<file path="src/rtl/ps2_key_tracker.sv">
// PS/2 keyboard receiver and two-slot held-key table for the pong paddles.
// Frames are deserialised from a debounced ps2_clk; make/break sequences
// maintain keycode1 (oldest held key) and keycode2 (newest held key).
//
// Timing reference, with F the cycle in which the internal fall pulse is high:
//   rx_byte/rx_strobe or frame_err at F+1, keycode update and key_valid at F+2.
module ps2_key_tracker #(
    parameter int FILT_LEN    = 4,
    parameter int TIMEOUT_CYC = 25000
) (
    input  logic       vga_clk,
    input  logic       sys_rst_n,
    input  logic       ps2_clk,
    input  logic       ps2_data,
    output logic [7:0] keycode1,
    output logic [7:0] keycode2,
    output logic       key_valid,
    output logic [7:0] rx_byte,
    output logic       rx_strobe,
    output logic       frame_err
);

    localparam int FW = $clog2(FILT_LEN + 1);
    localparam int TW = $clog2(TIMEOUT_CYC + 1);

    typedef enum logic {RX_IDLE, RX_SHIFT} rx_state_t;
    typedef enum logic [1:0] {D_NORM, D_BRK, D_EXT, D_EXT_BRK} dec_state_t;

    logic [1:0]   clk_sync;
    logic [1:0]   data_sync;
    logic         clk_filt;
    logic [FW-1:0] filt_cnt;
    logic         fall;

    rx_state_t    rx_state;
    logic [3:0]   bit_cnt;
    logic [7:0]   shift_reg;
    logic         par_bit;
    logic [TW-1:0] tmo_cnt;

    dec_state_t   dec_state;
    dec_state_t   dec_next;
    logic [7:0]   next_k1;
    logic [7:0]   next_k2;
    logic         code_ignored;

    // Two-flop synchronisers; reset to the idle-high line level.
    always_ff @(posedge vga_clk or negedge sys_rst_n) begin
        if (!sys_rst_n) begin
            clk_sync  <= 2'b11;
            data_sync <= 2'b11;
        end else begin
            clk_sync  <= {clk_sync[0], ps2_clk};
            data_sync <= {data_sync[0], ps2_data};
        end
    end

    // Glitch filter: the filtered clock follows only after FILT_LEN consecutive
    // differing samples; the fall pulse is registered alongside the 1->0 change.
    always_ff @(posedge vga_clk or negedge sys_rst_n) begin
        if (!sys_rst_n) begin
            clk_filt <= 1'b1;
            filt_cnt <= '0;
            fall     <= 1'b0;
        end else begin
            fall <= 1'b0;
            if (clk_sync[1] == clk_filt) begin
                filt_cnt <= '0;
            end else if (filt_cnt == FW'(FILT_LEN - 1)) begin
                filt_cnt <= '0;
                clk_filt <= clk_sync[1];
                fall     <= clk_filt & ~clk_sync[1];
            end else begin
                filt_cnt <= filt_cnt + 1'b1;
            end
        end
    end

    // Frame receiver: start, 8 data bits LSB first, odd parity, stop.
    // The timeout counter reads k-1 in cycle F+k, so comparing against
    // TIMEOUT_CYC-2 puts the timeout error pulse exactly TIMEOUT_CYC cycles after F.
    always_ff @(posedge vga_clk or negedge sys_rst_n) begin
        if (!sys_rst_n) begin
            rx_state  <= RX_IDLE;
            bit_cnt   <= '0;
            shift_reg <= '0;
            par_bit   <= 1'b0;
            tmo_cnt   <= '0;
            rx_byte   <= '0;
            rx_strobe <= 1'b0;
            frame_err <= 1'b0;
        end else begin
            rx_strobe <= 1'b0;
            frame_err <= 1'b0;
            case (rx_state)
                RX_IDLE: begin
                    tmo_cnt <= '0;
                    if (fall) begin
                        if (!data_sync[1]) begin
                            rx_state <= RX_SHIFT;
                            bit_cnt  <= 4'd1;
                        end else begin
                            frame_err <= 1'b1;
                        end
                    end
                end
                RX_SHIFT: begin
                    if (fall) begin
                        tmo_cnt <= '0;
                        if (bit_cnt <= 4'd8) begin
                            shift_reg <= {data_sync[1], shift_reg[7:1]};
                            bit_cnt   <= bit_cnt + 4'd1;
                        end else if (bit_cnt == 4'd9) begin
                            par_bit <= data_sync[1];
                            bit_cnt <= bit_cnt + 4'd1;
                        end else begin
                            rx_state <= RX_IDLE;
                            bit_cnt  <= '0;
                            if (data_sync[1] && (^{shift_reg, par_bit})) begin
                                rx_byte   <= shift_reg;
                                rx_strobe <= 1'b1;
                            end else begin
                                frame_err <= 1'b1;
                            end
                        end
                    end else if (tmo_cnt == TW'(TIMEOUT_CYC - 2)) begin
                        frame_err <= 1'b1;
                        rx_state  <= RX_IDLE;
                        bit_cnt   <= '0;
                        tmo_cnt   <= '0;
                    end else begin
                        tmo_cnt <= tmo_cnt + 1'b1;
                    end
                end
                default: rx_state <= RX_IDLE;
            endcase
        end
    end

    assign code_ignored = (rx_byte == 8'h00) || (rx_byte == 8'hAA) || (rx_byte == 8'hFA) ||
                          (rx_byte == 8'hFE) || (rx_byte == 8'hFF);

    // Decoder next state and key-table update for the byte just strobed.
    always_comb begin
        dec_next = dec_state;
        next_k1  = keycode1;
        next_k2  = keycode2;
        if (rx_strobe) begin
            case (dec_state)
                D_NORM: begin
                    if (rx_byte == 8'hF0) begin
                        dec_next = D_BRK;
                    end else if (rx_byte == 8'hE0) begin
                        dec_next = D_EXT;
                    end else if (!code_ignored &&
                                 rx_byte != keycode1 && rx_byte != keycode2) begin
                        if (keycode1 == 8'h00)      next_k1 = rx_byte;
                        else                        next_k2 = rx_byte;
                    end
                end
                D_BRK: begin
                    dec_next = D_NORM;
                    if (rx_byte == keycode1) begin
                        next_k1 = keycode2;
                        next_k2 = 8'h00;
                    end else if (rx_byte == keycode2) begin
                        next_k2 = 8'h00;
                    end
                end
                D_EXT:     dec_next = (rx_byte == 8'hF0) ? D_EXT_BRK : D_NORM;
                D_EXT_BRK: dec_next = D_NORM;
                default:   dec_next = D_NORM;
            endcase
        end
    end

    // Register the key table; key_valid flags a real change of either slot.
    always_ff @(posedge vga_clk or negedge sys_rst_n) begin
        if (!sys_rst_n) begin
            dec_state <= D_NORM;
            keycode1  <= 8'h00;
            keycode2  <= 8'h00;
            key_valid <= 1'b0;
        end else begin
            dec_state <= dec_next;
            keycode1  <= next_k1;
            keycode2  <= next_k2;
            key_valid <= (next_k1 != keycode1) || (next_k2 != keycode2);
        end
    end

endmodule

</file>
<file path="config.mk">
export PLATFORM = sky130hd
export DESIGN_NAME = ps2_key_tracker
export DESIGN_NICKNAME = d
export VERILOG_FILES = /design/src/rtl/ps2_key_tracker.sv
export SDC_FILE = /design/constraint.sdc
export NUM_CORES = 1
export LEC_CHECK = 0
export CORE_MARGIN = 5
export CORE_UTILIZATION = 50
export DETAILED_ROUTE_END_ITERATION = 6
export PLACE_DENSITY = 0.69
export SYNTH_ARGS = -nofsm -noshare
export SYNTH_HDL_FRONTEND = slang
export SYNTH_SLANG_ARGS = --single-unit
</file>
<file path="constraint.sdc">
create_clock -name vga_clk -period 2.25 [get_ports vga_clk]
set_input_delay 0.3375 -clock vga_clk [delete_from_list [all_inputs] [get_ports vga_clk]]
set_output_delay 0.3375 -clock vga_clk [all_outputs]
set_load 0.05 [all_outputs]
</file>
# After elaboration in Yosys (flattened, before gate mapping)
# Cells that the tools add are included.
# totals
input_bits	4
wordCells	123
register_bits	67
output_inout_bits	27
# op_classes
bitwise	6
n_lt_le_gt_ge	1
addsub	3
reduce_logical	20
mux	53
n_eq_ne	23
# ops
operator	count
$mux 8	13
$eq 8x8->1 const B	6
$ne 8x8->1	4
$pmux 8 s2	2
$mux 15	2
$pmux 15 s2	1
$mux 4	6
$mux 1	20
$eq 8x8->1	2
$logic_not 8->1	2
$add 15x1->15 const B	1
$eq 15x15->1 const B	1
$reduce_xor 9->1	1
$pmux 4 s2	1
$mux 2	3
$mux 3	2
$pmux 2 s3	1
$reduce_and 3->1	2
$logic_or 1x1->1	5
$not 1->1	5
$reduce_and 5->1	1
$add 4x1->4 const B	1
$eq 2x2->1 const B	2
$eq 4x4->1 const B	1
other kinds (16)	21

# Logic depth before layout (Yosys ltp)
# Gate-level depths: netlist of run 1.
# logic_depth
ltp_word	15
depth_mapped	10
mapped_depth_nobuf	8

# Least setup slack after synthesis of run 1
# OpenSTA, ideal clock, no wires.
# synth_timing
path_kind	register to register
startpoint	reg rx_byte[0]
endpoint	reg key_valid
setup_slack_ns	-0.227
t_arrival_ns	2.334
stages_incl_launch_ff	10
path_cell_list	dfrtp_1 buf_4 xnor2_1 nand4_1 nor2_4 mux2_2 a21oi_1 a21oi_1 o41ai_1 nand4_1
# synth_between
elab_chain_cells	15
# synth_rtl
element	line	source
start: declaration	18	output logic [7:0] rx_byte,
start signal: assignment	120	rx_byte <= shift_reg;
$eq 8x8->1 or $logic_not 8->1 (tied branches)	140	assign code_ignored = (rx_byte == 8'h00) || (rx_byte == 8'hAA) || (rx_byte == 8'hFA) ||
$logic_or 1x1->1 (3 in a row)	140	
$logic_or 1x1->1	141	(rx_byte == 8'hFE) || (rx_byte == 8'hFF);
$logic_not 1->1	155	end else if (!code_ignored &&
$logic_and 1x1->1	155	
$logic_and 1x1->1	156	rx_byte != keycode1 && rx_byte != keycode2) begin
$mux 8	155	
$mux 8	153	end else if (rx_byte == 8'hE0) begin
$mux 8	151	if (rx_byte == 8'hF0) begin
$pmux 8 s2	149	case (dec_state)
$mux 8	148	if (rx_strobe) begin
$ne 8x8->1	188	key_valid <= (next_k1 != keycode1) || (next_k2 != keycode2);
$logic_or 1x1->1 *	188	
end signal: assignment	188	
end: declaration	17	output logic key_valid,
# Mark *: on every way between the ends. The rest lies on a longest branch, timed or not.
# A chain may end at the register's enable or synchronous reset.

# Final worst setup path of run 1
# layout_timing
startpoint	reg rx_byte[7]
endpoint	reg key_valid
# Same word-level chain as after synthesis.

==> results of run 1 <==
[how the worst min path moves through the flow]
stage | startpoint | to | slack, ps | depth (start not counted)
floorplan | sys_rst_n | bit_cnt[0] | 40 | 0
global placement | sys_rst_n | tmo_cnt[12] | 230 | 1
detailed placement | sys_rst_n | tmo_cnt[12] | 230 | 1
CTS | data_sync[0] | data_sync[1] | 360 | 0
global route | data_sync[0] | data_sync[1] | 370 | 0
finish | data_sync[0] | data_sync[1] | 360 | 0
[stage by stage]
step | worst slack (ps) | utilization
after floorplan | -11.4 | -
after global placement | -53.4 | 0.607
after detailed placement | -43.2 | 0.607
after CTS | 1.79 | 0.650
after global routing | -181 | 0.694
final | -64.4 | 0.694
[kinds of logic after synthesis]
family | count (synthesis) | share of synthesized area
AO/OA/AOI/OAI | 83 | 0.143
multiplexers | 19 | 0.0542
XOR/XNOR | 37 | 0.0846
adder cells (fa/ha/maj) | 7 | 0.0229
flip-flops | 67 | 0.439
buffers and inverters | 38 | 0.0490
AND/OR/NAND/NOR | 152 | 0.207
[routing by layer]
layer	global-route usage	vias to the layer above	wire length (um)
li1	-	1640	-
met1	0.302	1654	4810
met2	0.348	104	5150
met3	0.0424	24	533
met4	0.0799	0	298
met5	0	-	0
[what timing repair did]
item	in CTS	in global routing
setup endpoints to repair	1	6
hold buffers	1	0
pin swaps	10	16
gates resized for setup	5	37
buffers inserted	10	17
endpoints found under the hold margin	9	0
[power breakdown]
group	internal, W	switching [W]
registers	0.00126	0.0000534
clock network	0.000524	0.000497
logic	0.0000951	0.000125
total	0.00188	0.000675
[cells in the final DEF (no fill, tap or decap), drive strengths merged, types with 3 or more instances in the layout]
cell           Yosys  routed
a21oi             23      23
a31oi              3       3
and2               3       3
and3               8       8
buf               14      87
clkbuf             5      10
clkdlybuf4s50      0      26
dfrtp             62      62
dfstp              5       5
dlymetal6s2s       0       3
ha                 7       7
inv               19      21
mux2              14      14
mux2i              5       5
nand2             31      31
nand2b            10      10
nand3             13      13
nand4              7       7
nor2              49      49
nor2b              5       5
nor3               7       7
nor4              10      10
o21ai             22      22
o22a               6       6
o22ai              5       5
xnor2             28      28
xor2               9       9
[layout make-up]
type / instances / share of cell area
flip-flops and latches: 67 / 0.323
inverters: 19 / 0.0135
repair buffers: 117 / 0.192
clock inverters: 6 / 0.0138
clock buffers: 10 / 0.0242
multi-input cells: 298 / 0.409
well taps: 102 / 0.0242
[critical path, cell delays in order, from the launching register on]
cell	delay (ps)
dfrtp_2	460
buf_4	150
xnor2_1	260
nand4_1	200
nor2_4	220
nor4b_2	70
buf_4	160
a22oi_2	190
o22ai_1	110
a211oi_2	230
nand4_1	110
==> impl_metrics.yaml, run 1 <==
detailed_routing:
  routedWlPerCell_um: 17.4
  wirelength_mm: 10.8
  first_pass_iters: 5
  drc_errors: 0
  num_vias: 3422
  drt-initial-drc-count: 285
  vias_per_cell: 5.53
  ant_nets: 0
floorplan:
  io_pins: 31
  fp.dieW_um: 97.5
  die_h_um: 97.5
  rows: 32
  core_area_um2: 7610
  fp.dieArea_um2: 9510
  start_util: 0.503
worst_setup_path:
  critical_path.max_fanout: 7
  cp-endpoint: "key_valid"
  startpoint_type: "flip-flop"
  ff2ff_path_depth: 10
  reg2reg_slack_ps: -60
  r2r-end: "key_valid"
  worstPathRequired_ps: 2460
  endpoint_kind: "flip-flop"
  arrival_ps: 2520
  regToRegStartpoint: "rx_byte[7]"
  worst-setup-path-type: "flip-flop to flip-flop"
  crit_start: "rx_byte[7]"
layout:
  stdcell_area_um2: 5280
  areaGrowthSynthToFinish_pct: 37.8
  multi_input_area_um2: 2160
  nets: 523
  top_register: "tmo_cnt"
  stdcell_count: 619
  seqCellArea_um2: 1700
  largest_reg_flops: 15
  antenna_cells: 0
  drive_gt1_frac: 0.338
  fillers: 601
power:
  total_power_w: 0.00256
  p_leak_nw: 2.33
  ir_drop_v: 0.000481
  p_per_area_nw_per_um2: 485
sta:
  setup-tns-final_ps: -64.4
  finalCritPeriodShare: 1.03
  fmaxAchievable_mhz: 432
  fin_hold_ws_ps: 359
  rsz0062_at_grt: "yes"
  hold_violations: 0
  post-route-min-period_ps: 2310
  setup_viol: 1
  layout_setup_ws_ps: -64.4
  drv_slew: 0
  skew_ps: 13.9
  worstMarginPinSlew_ps: 527
  slew_headroom: 0.640
synthesis:
  synth_area_um2: 3830
  ys_seq_area_frac: 0.439
  syn_avg_cell_area_um2: 9.50
  synthCells: 403
  synth-edff-count: 0
  yosysMostFrequentCell: "dfrtp_1"
  synthDominantAreaCellType: "dfrtp_1"
  yosysWarnings: 0
  yosysTopAreaCellShare: 0.405
  async_reset_ff_frac: 1.00
  syn-num-nets: 414
  ys_top_cells_by_count: "dfrtp_1, nor2_1, nand2_1"
  synth_ff_type: "dfrtp_1"
  ys_seq_elements: 67
  post_synth_num_cell_types: 62
  ys_top_cells_by_area: "dfrtp_1, xnor2_1, nor2_1"
grt:
  gr-total-overflow: 0
  grt_util_all_layers: 0.220
  antenna_found_initial: 0
  grt_pass1_wl_mm: 16.8
  grt_pass1_vias: 3290
  grt_max_degree: 48
outcome:
  violations: "setup timing"
  status: "finished with violations"
place:
  place_area_um2: 4620
  io_buffer_count: 30
  place_congestion: 0.931
  dp_cells: 575
  hpwl_mm: 7.59
clock_network:
  cts.htree.levels: 3
  clk_latency_ps: 350
  clock-sinks: 67
  root_buffer: "clkbuf_8"
  path_clk_slew_ps: 80
  tritoncts: "done"
  numCtsBuffers: 9
  clock_path_buffers: 2
worst_hold_path:
  hold_class: "flip-flop to flip-flop"
job:
  maxCapViolations: 0
No activity file was read; power rests on OpenSTA's default activity.
==> inputs of run 2 (changes only) <==
--- a/config.mk
+++ b/config.mk
@@ -7,8 +7,10 @@
 export LEC_CHECK = 0
 export CORE_MARGIN = 5
 export CORE_UTILIZATION = 50
+export CTS_CLUSTER_SIZE = 25
 export DETAILED_ROUTE_END_ITERATION = 6
-export PLACE_DENSITY = 0.69
+export DONT_BUFFER_PORTS = 1
+export PLACE_DENSITY = 0.64
 export SYNTH_ARGS = -nofsm -noshare
 export SYNTH_HDL_FRONTEND = slang
 export SYNTH_SLANG_ARGS = --single-unit
==> impl_metrics.yaml, run 2 (synthesis results as in run 1) <==
sta:
  setup-tns-final_ps: -74.2
  hold_violations: 0
  drv_slew: 0
  worstMarginPinSlew_ps: 475
  fmaxAchievable_mhz: 430
  finalCritPeriodShare: 1.03
  post-route-min-period_ps: 2320
  slew_headroom: 0.675
  fin_hold_ws_ps: 359
  layout_setup_ws_ps: -74.2
  setup_viol: 1
  skew_ps: 8.79
  rsz0062_at_grt: "yes"
detailed_routing:
  ant_nets: 0
  drt-initial-drc-count: 229
  wl_met1_mm: 4.34
  routedWlPerCell_um: 18.0
  wirelength_mm: 10.4
  top_layer: "met4"
  drc_errors: 0
  first_pass_iters: 7
  vias_per_cell: 5.74
  wl_met3_um: 797
  routed-wl-met2_mm: 4.92
  num_vias: 3306
layout:
  top_register: "tmo_cnt"
  layout_common_cells: "buf_4, dfrtp_1, nor2_1"
  final_common_cell: "buf_4"
  final_util: 0.631
  drive_gt1_frac: 0.323
  stdcell_count: 576
  largest_reg_flops: 15
  nets: 480
  areaGrowthSynthToFinish_pct: 25.3
  antenna_cells: 0
power:
  total_power_w: 0.00269
  p_per_area_nw_per_um2: 562
  ir_drop_v: 0.000440
  p_leak_nw: 2.07
worst_setup_path:
  slowest_delay_ps: 500
  regToRegStartpoint: "rx_byte[6]"
  r2r-end: "key_valid"
  endpoint_kind: "flip-flop"
  reg2reg_slack_ps: -70
  crit_path_top_delay_cell: "dfrtp_2"
  startpoint_type: "flip-flop"
  critical_path.max_fanout: 7
  arrival_ps: 2550
  cp_top_family: "compound AO/OA/AOI/OAI gates"
  worst-setup-path-type: "flip-flop to flip-flop"
  ff2ff_path_depth: 9
  crit_path_cell_trace: "nor4_2, a31oi_2, o21ai_2, nor4_4, buf_4, a21oi_2, nor2_1, o41ai_4, nand4_1"
  worstPathRequired_ps: 2470
  path_buf_inv: 1
floorplan:
  core_area_um2: 7610
  rows: 32
  io_pins: 31
  start_util: 0.503
  fp.dieArea_um2: 9510
  fp.dieW_um: 97.5
  die_h_um: 97.5
clock_network:
  root_buffer: "clkbuf_8"
  tritoncts: "done"
  numCtsBuffers: 9
  cts.htree.levels: 3
  clock_path_buffers: 2
  clk_latency_ps: 350
  clock-sinks: 67
  path_clk_slew_ps: 80
worst_hold_path:
  holdPathStages: 0
  hp-start: "clk_sync[0]"
  min_to: "clk_sync[1]"
  hold_class: "flip-flop to flip-flop"
job:
  maxCapViolations: 0
place:
  place_congestion: 1.12
  hpwl_mm: 7.09
  io_buffer_count: 0
  dp_cells: 535
grt:
  grt_max_degree: 68
  gr-total-overflow: 0
  grt_pass1_wl_mm: 16.9
  antenna_found_initial: 0
  grt_pass1_vias: 3403
  grt_util_all_layers: 0.221
outcome:
  status: "finished with violations"
  violations: "setup timing"
run 2: cell types whose count changed in the layout (fill, tap and decap cells not counted), sizes merged:
cell,before,now
inv,21,19
dlygate4sd3,1,3
clkinvlp,1,2
bufinv,1,2
buf,87,71
dlymetal6s2s,3,0
clkdlybuf4s50,26,0
run 2: final cells by class:
type	instances	area, um^2
Timing Repair Buffer	74	593
Fill cell	644	2810
Tap cell	102	128
Clock inverter	6	88.8
Clock buffer	10	138
Sequential cell	67	1700
Inverter	19	71.3
Multi-Input combinational cell	298	2080
run 2: report_power, final:
part | leakage [nW] | internal, W | switching [W] | total [W]
registers | 0.889 | 0.00126 | 0.0000614 | 0.00133
clock network | 0.108 | 0.000654 | 0.000497 | 0.00115
logic | 1.07 | 0.0000931 | 0.000125 | 0.000218
total | 2.07 | 0.00201 | 0.000683 | 0.00269
run 2: per-stage QoR:
step           setup slack, ps  cell area [um^2]
6_report                 -74.2              4800
5_1_grt                   -177              4800
4_1_cts                   3.19              4680
3_5_place_dp              -197              4250
3_3_place_gp              -190              4250
2_1_floorplan            -11.4              3870
run 2: how the worst max path moves through the flow:
stage	start	endpoint	slack, ps	cells past startpoint
floorplan	rx_byte[3]	key_valid	-10	9
global route	rx_byte[6]	key_valid	-180	9
finish	rx_byte[6]	key_valid	-70	9
global placement	rx_byte[4]	key_valid	-190	8
detailed placement	rx_byte[4]	key_valid	-200	8
CTS	rx_byte[0]	key_valid	3	11
run 2: routing by layer:
| layer | vias up | global-route usage |
|---|---|---|
| met5 | - | 0 |
| met4 | 0 | 0.103 |
| met3 | 31 | 0.0668 |
| met2 | 140 | 0.346 |
| met1 | 1583 | 0.279 |
| li1 | 1552 | - |
run 2: what timing repair did:
item | CTS | global route
buffers inserted | 14 | 7
endpoints found under the hold margin | 69 | 0
pin swaps | 14 | 4
setup endpoints to repair | 1 | 4
resized for setup | 9 | 9
hold buffers | 4 | 0
run 2: worst reg2reg max path: cells and delay by family (launching register included):
family          cells  cell delay, ps
compound gates      4             850
buf+inv             1             170
flops               1             500
simple gates        4             680
==> inputs of run 3 (changes only) <==
--- a/config.mk
+++ b/config.mk
@@ -11,6 +11,7 @@
 export DETAILED_ROUTE_END_ITERATION = 6
 export DONT_BUFFER_PORTS = 1
 export PLACE_DENSITY = 0.64
+export SKIP_CTS_REPAIR_TIMING = 1
 export SYNTH_ARGS = -nofsm -noshare
 export SYNTH_HDL_FRONTEND = slang
 export SYNTH_SLANG_ARGS = --single-unit
==> impl_metrics.yaml, run 3 (synthesis results as in run 1) <==
layout:
  nets: 482
  stdcell_count: 578
  top_register: "tmo_cnt"
  fillers: 627
  largest_reg_flops: 15
  layout_common_cells: "buf_4, dfrtp_1, nor2_1"
  drive_gt1_frac: 0.338
  antenna_cells: 0
  areaGrowthSynthToFinish_pct: 28.4
  stdcell_area_um2: 4920
  final_util: 0.647
  final_common_cell: "buf_4"
floorplan:
  core_area_um2: 7610
  die_h_um: 97.5
  rows: 32
  fp.dieW_um: 97.5
  start_util: 0.503
  fp.dieArea_um2: 9510
  io_pins: 31
worst_setup_path:
  path_buf_inv: 2
  slowest_delay_ps: 500
  worst-setup-path-type: "flip-flop to flip-flop"
  critical_path.max_fanout: 7
  crit_path_top_delay_cell: "dfrtp_2"
  worstPathRequired_ps: 2470
  startpoint_type: "flip-flop"
  endpoint_kind: "flip-flop"
  crit_path_cell_trace: "nor4_2, a31oi_1, o21ai_2, nor4_4, buf_4, buf_6, a21oi_4, nor2_4, o41ai_4, nand4_1"
  cp_top_family: "compound AO/OA/AOI/OAI gates"
  arrival_ps: 2610
detailed_routing:
  drt-initial-drc-count: 246
  ant_nets: 0
  routedWlPerCell_um: 18.5
  drc_errors: 0
  vias_per_cell: 5.89
  first_pass_iters: 5
  num_vias: 3404
  wirelength_mm: 10.7
clock_network:
  cts.htree.levels: 3
  numCtsBuffers: 9
  clk_latency_ps: 350
  clock_path_buffers: 2
  root_buffer: "clkbuf_8"
  clock-sinks: 67
  path_clk_slew_ps: 80
  tritoncts: "done"
grt:
  grt_util_all_layers: 0.212
  use_met3: 0.0632
  grt_max_degree: 68
  grtUsageMet1: 0.273
  gr-total-overflow: 0
  grt_pass1_wl_mm: 16.3
  busiest_layer: "met2"
  use_met2: 0.332
  antenna_found_initial: 0
  grt_pass1_vias: 3250
sta:
  skew_ps: 10.4
  layout_setup_ws_ps: -134
  post-route-min-period_ps: 2380
  setup_viol: 1
  slew_headroom: 0.680
  worstMarginPinSlew_ps: 468
  drv_slew: 0
  rsz0062_at_grt: "yes"
  fmaxAchievable_mhz: 419
  finalCritPeriodShare: 1.06
  hold_violations: 0
power:
  total_power_w: 0.00270
  p_per_area_nw_per_um2: 549
  p_leak_nw: 2.12
  ir_drop_v: 0.000443
worst_hold_path:
  hold_class: "flip-flop to flip-flop"
place:
  io_buffer_count: 0
  place_congestion: 1.12
  place_area_um2: 4250
  dp_cells: 535
  hpwl_mm: 7.09
job:
  maxCapViolations: 0
outcome:
  violations: "setup timing"
  status: "finished with violations"
## run 3: worst paths after layout
check,startpoint,end,slack (ps),depth (start not counted)
hold / removal,clk_sync[0],clk_sync[1],360,0
hold reg to reg,clk_sync[0],clk_sync[1],360,0
min in group asynchronous,sys_rst_n,tmo_cnt[11],530,2
setup / recovery,rx_byte[4],key_valid,-130,10
max in group asynchronous,sys_rst_n,clk_sync[0],1390,2
setup reg to reg,rx_byte[4],key_valid,-130,10
## run 3: final cells by class
class / instances / area (um^2) / share of cell area
inverters: 19 / 71.3 / 0.0145
clock buffers: 10 / 138 / 0.0280
multi-input cells: 298 / 2160 / 0.440
repair buffers: 76 / 627 / 0.127
flip-flops and latches: 67 / 1700 / 0.346
well taps: 102 / 128 / 0.0259
clock inverters: 6 / 88.8 / 0.0181
## run 3: metal layers
metal | wire, um | part of all wire
met4 | 388 | 0.036
met2 | 4960 | 0.46
met5 | 0 | 0
met1 | 4540 | 0.42
met3 | 817 | 0.076
## run 3: through the flow
step	hold WS, ps	setup TNS (ps)	setup WS (ps)
floorplan	41.9	-11.4	-11.4
global placement	44.5	-190	-190
detailed placement	44.6	-197	-197
CTS	-330	-200	-200
global route	366	-264	-233
finish	359	-134	-134
## run 3: report_power, final
part | leakage (nW) | internal, W | switching, W | total [W]
clock | 0.108 | 0.000654 | 0.000501 | 0.00115
sequential | 0.889 | 0.00126 | 0.0000613 | 0.00133
combinational | 1.13 | 0.0000931 | 0.000125 | 0.000218
total | 2.12 | 0.00201 | 0.000687 | 0.00270
